[src/rtl/reg_bank_sb.sv]
// 32 x 32-bit register bank with a per-register pending-write scoreboard.
// Register contents are driven in parallel to the read muxes; the scoreboard flags RAW/WAW hazards.
module reg_bank_sb #(
  parameter bit          ZERO_REG  = 1'b1,
  parameter logic [31:0] RESET_VAL = 32'h0000_0000
) (
  input  logic        clk,
  input  logic        rst_n,
  input  logic        we,
  input  logic [4:0]  wa,
  input  logic [31:0] wd,
  input  logic        iss_valid,
  input  logic        iss_wr,
  input  logic [4:0]  iss_rd,
  input  logic [4:0]  rs_a,
  input  logic [4:0]  rs_b,
  output logic [31:0] q00, q01, q02, q03, q04, q05, q06, q07,
  output logic [31:0] q08, q09, q10, q11, q12, q13, q14, q15,
  output logic [31:0] q16, q17, q18, q19, q20, q21, q22, q23,
  output logic [31:0] q24, q25, q26, q27, q28, q29, q30, q31,
  output logic [31:0] pend,
  output logic        busy_a,
  output logic        busy_b,
  output logic        stall,
  output logic [5:0]  pend_cnt
);

  logic [31:0] rf [32];
  logic [31:0] pend_reg;
  logic [31:0] pend_next;
  logic [31:0] set_vec;
  logic [31:0] clr_vec;
  logic [5:0]  pend_cnt_reg;
  logic [5:0]  pend_cnt_next;
  logic        issue_fire;

  assign busy_a     = pend_reg[rs_a];
  assign busy_b     = pend_reg[rs_b];
  assign stall      = iss_valid & (busy_a | busy_b | (iss_wr & pend_reg[iss_rd]));
  assign issue_fire = iss_valid & ~stall;

  genvar gi;
  generate
    for (gi = 0; gi < 32; gi++) begin : g_reg
      if (gi == 0 && ZERO_REG) begin : g_zero
        // Hardwired zero: no storage, never claimed by an issuing instruction.
        assign rf[gi]      = 32'h0000_0000;
        assign set_vec[gi] = 1'b0;
        assign clr_vec[gi] = 1'b0;
      end else begin : g_flop
        logic [31:0] r_reg;
        always_ff @(posedge clk or negedge rst_n) begin
          if (!rst_n)
            r_reg <= RESET_VAL;
          else if (we && (wa == 5'(gi)))
            r_reg <= wd;
        end
        assign rf[gi]      = r_reg;
        assign set_vec[gi] = issue_fire & iss_wr & (iss_rd == 5'(gi));
        assign clr_vec[gi] = we & (wa == 5'(gi));
      end
    end
  endgenerate

  // Set has priority: a new producer claims the register in the same cycle the old one retires.
  assign pend_next = (pend_reg & ~clr_vec) | set_vec;

  always_comb begin
    pend_cnt_next = 6'd0;
    for (int i = 0; i < 32; i++)
      pend_cnt_next = pend_cnt_next + {5'd0, pend_next[i]};
  end

  always_ff @(posedge clk or negedge rst_n) begin
    if (!rst_n) begin
      pend_reg     <= 32'h0000_0000;
      pend_cnt_reg <= 6'd0;
    end else begin
      pend_reg     <= pend_next;
      pend_cnt_reg <= pend_cnt_next;
    end
  end

  assign pend     = pend_reg;
  assign pend_cnt = pend_cnt_reg;

  assign q00 = rf[0];  assign q01 = rf[1];  assign q02 = rf[2];  assign q03 = rf[3];
  assign q04 = rf[4];  assign q05 = rf[5];  assign q06 = rf[6];  assign q07 = rf[7];
  assign q08 = rf[8];  assign q09 = rf[9];  assign q10 = rf[10]; assign q11 = rf[11];
  assign q12 = rf[12]; assign q13 = rf[13]; assign q14 = rf[14]; assign q15 = rf[15];
  assign q16 = rf[16]; assign q17 = rf[17]; assign q18 = rf[18]; assign q19 = rf[19];
  assign q20 = rf[20]; assign q21 = rf[21]; assign q22 = rf[22]; assign q23 = rf[23];
  assign q24 = rf[24]; assign q25 = rf[25]; assign q26 = rf[26]; assign q27 = rf[27];
  assign q28 = rf[28]; assign q29 = rf[29]; assign q30 = rf[30]; assign q31 = rf[31];

endmodule

[config.mk]
export PLATFORM = sky130hd
export DESIGN_NAME = reg_bank_sb
export DESIGN_NICKNAME = d
export VERILOG_FILES = /design/src/rtl/reg_bank_sb.sv
export SDC_FILE = /design/constraint.sdc
export NUM_CORES = 1
export LEC_CHECK = 0
export BUFFER_PORTS_ARGS = -buffer_cell sky130_fd_sc_hd__buf_2
export CAP_MARGIN = 20
export CORE_AREA = 2 2 439 441
export CTS_CLUSTER_DIAMETER = 50
export CTS_CLUSTER_SIZE = 16
export DETAILED_ROUTE_END_ITERATION = 8
export DIE_AREA = 0 0 441 443
export PLACE_DENSITY_LB_ADDON = 0.15
export SETUP_SLACK_MARGIN = 0.4
export SYNTH_ARGS = -nofsm -noshare
export SYNTH_HDL_FRONTEND = slang
export SYNTH_SLANG_ARGS = --single-unit
[constraint.sdc]
create_clock -name clk -period 7 [get_ports clk]
set_clock_uncertainty 0.2 [all_clocks]
set_input_delay 1.4 -clock clk [delete_from_list [all_inputs] [get_ports clk]]
set_output_delay 1.4 -clock clk [all_outputs]
set_load 0.05 [all_outputs]
==> flow_summary_export.csv <==
group,metric,value,unit
routing,vias_per_cell,4.22,
global_routing,grt_overflow,0,
floorplanning,die_w,441,µm
worst_setup_path,critPathRequiredTime,7460,ps
worst_setup_path,arrival,7290,ps
job,maxCapViolCount,0,
synth,syn-cell-area,0.0406,mm²
synth,synth_cell_types,52,
clock_tree,h-tree-depth,4,
synth,yosysWarnings,0,
clock_tree,tritoncts,"built",
finish,area.growth.synth_to_final,35.3,%
placed_design,place_hpwl,121,mm
worst_setup_path,cp_max_fo,6,
floorplanning,start_util,21.2,%
floorplanning,ios,1122,
floorplanning,num_rows,161,
worst_setup_path,cp.buffers_inverters,9,
synth,synth_top_area_cell,"dfrtp_1",
global_routing,grt_pass1_wl,241,mm
finish,finalNetCount,3828,
clock_tree,clk_latency,780,ps
worst_setup_path,crit_top_cell,"fa_2",
worst_setup_path,cp-end-kind,"flip-flop",
synth,synthArstFlopShare,100,%
worst_setup_path,slowest_stage,"fa_1",
routing,initialDrtViolationCount,1229,
synth,ys_ff_latch,1029,
pwr,ir_drop,256,µV
synth,netlist.area_leader.share,63.4,%
clock_tree,clkTransAtPathRegs,60,ps
routing,vias,27000,
placed_design,dp_slack,-669,ps
timing,worst_slack,170,ps
timing,slew_viol_final,0,
timing,slew_headroom,31.1,%
clock_tree,root_buffer,"clkbuf_16",
worst_setup_path,cp-start-kind,"primary input",
pwr,total_power,23600,µW
min_path,hold_path.class,"reg2reg",
routing,wl,178,mm
routing,dr.pass1.iters,5,
placed_design,place_congestion,0.842,
global_routing,grt_pass1_vias,27500,
clock_tree,hold_buffers,0,
clock_tree,cts_inserted_buffers,144,
synth,yosysMostFrequentCell,"dfrtp_1",
synth,synth_area_per_cell,15.7,µm²
floorplanning,fp.dieH,443,µm
synth,syn-instance-count,2585,
timing,fin_crit_sh,97.6,%
finish,n_fill_cell,19700,
timing,fmax,146,MHz
synth,ys_top_cells_by_area,"dfrtp_1 (63%), mux2_2 (28%), clkbuf_1 (1.5%)",
floorplanning,design.die.area,0.195,mm²
routing,route.detailed.drc,0,
status,outcome,"finished clean",
worst_setup_path,cpPeakStageDelay,570,ps
clock_tree,clock_path_buffers,3,
pwr,p_per_area,429,mW/mm²
synth,yosys-top-cells-count,"dfrtp_1 (1029), mux2_2 (993), clkbuf_1 (161), nor2_1 (51)",
timing,finalSetupViolations,0,
global_routing,grt.total_usage,17.8,%
pwr,leakagePower,0.0275,µW
timing,grt_setup_unrepaired,"yes",
routing,wl_per_cell,27.8,µm
synth,synth_seq_area_share,63.4,%
worst_setup_path,path_delay_family,"adder cells",
global_routing,antenna_found_initial,22,
routing,drtAntennaViolNets,0,
placed_design,portBuffers,1088,
floorplanning,core_area,0.191,mm²
timing,worst_pin_slew,1030,ps
global_routing,grt_max_degree,159,
clock_tree,cts.sinks,1029,
finish,drive_gt1_share,66.6,%
synth,synth_edf_count,0,
synth,synth_ff_type,"dfrtp_1",
timing,fin_crit,6830,ps
timing,final_hold_viol_count,0,
worst_setup_path,critPathKind,"in2reg",
==> worst paths after layout <==
path	start	slack, ps	depth (start not counted)	end
max reg2reg	pend[3]	380	24	pend_cnt[4]
max	rs_a[0]	170	25	pend_cnt[4]
min reg2reg	q03[7]	290	1	q03[7]
min	q03[7]	290	1	q03[7]
min in group asynchronous	rst_n	430	1	q24[11]
max in group asynchronous	rst_n	4340	3	q12[23]
==> power breakdown <==
group          switching, µW  internal, µW
registers                580          7100
logic                   6090          1970
clock network           3020          4790
total                   9690         13900
==> routing by layer <==
layer	track usage (%)	wire, µm	up-vias
li1	-	-	11400
met1	20.4	68700	14400
met2	31.5	92000	924
met3	5.22	12000	216
met4	5.41	5020	0
met5	0	0	-
==> through the flow <==
| step | utilization (%) | std cells | area (µm²) | TNS (ps) | hold slack, ps |
|---|---|---|---|---|---|
| finish | 28.7 | 6388 | 54900 | 0 | 287 |
| global route | 28.7 | 6386 | 54900 | 0 | 306 |
| CTS | 28.7 | 6384 | 54900 | 0 | 292 |
| detailed placement | 25.9 | 6111 | 49600 | -2950 | 279 |
| global placement | 25.9 | 6111 | 49600 | -2770 | 269 |
| floorplan | - | 2617 | 40900 | -832 | 634 |
==> placed cells by master (no fill, tap or decap), types with 17 or more instances in the layout <==
| cell | count |
|---|---|
| buf_4 | 120 |
| nor2_1 | 39 |
| clkbuf_16 | 148 |
| nor2b_1 | 20 |
| a31o_2 | 22 |
| inv_1 | 32 |
| clkbuf_8 | 19 |
| clkinvlp_4 | 17 |
| buf_2 | 1086 |
| fa_1 | 19 |
| mux2_2 | 993 |
| dfrtp_1 | 1029 |
| conb_1 | 33 |
| mux4_2 | 17 |
| bufinv_16 | 18 |
==> worst register-to-register path: stages, from the launching register on <==
cell	delay, ps
dfrtp_1	650
mux2i_1	170
mux4_2	480
a22oi_2	280
a32oi_4	140
buf_6	180
buf_16	130
a31o_4	220
fa_1	550
inv_2	40
fa_1	450
fa_1	520
inv_2	50
fa_2	580
fa_1	410
inv_1	80
fa_1	430
inv_2	80
ha_4	130
inv_2	30
fa_2	350
inv_1	60
a21o_1	120
a21oi_2	50
xnor2_1	110
==> what timing repair did <==
item | CTS | global route
pin swaps | 8 | 2
gates cloned | 3 | 0
gates resized for setup | 19 | 4
setup buffers | 5 | 0
setup endpoints to repair | 5 | 5
==> cell type report <==
class                           instances  area (µm²)  share of cell area (%)
Clock buffer                          179        4010                    7.30
Antenna cell                            4        10.0                  0.0182
Multi-Input combinational cell       1303       14000                    25.6
Timing Repair Buffer                 1223        6680                    12.2
Sequential cell                      1029       25700                    46.9
Tap cell                             2526        3160                    5.75
Clock inverter                         86        1140                    2.07
Inverter                               38         143                   0.260
==> cell families (layout without fill, tap and decap cells) <==
family	Yosys count	count (layout)	share of synthesized area, %
DFF	1029	1029	63.4
AOI/OAI and AO/OA	68	68	1.41
adders and majority gates	32	32	1.41
buffers and inverters	285	1526	3.06
other	1	37	0.00923
xor gates and xnor gates	3	3	0.0647
muxes	1023	1023	28.9
and+or+nand+nor	144	144	1.74
Power figures use the tool's default switching activity.
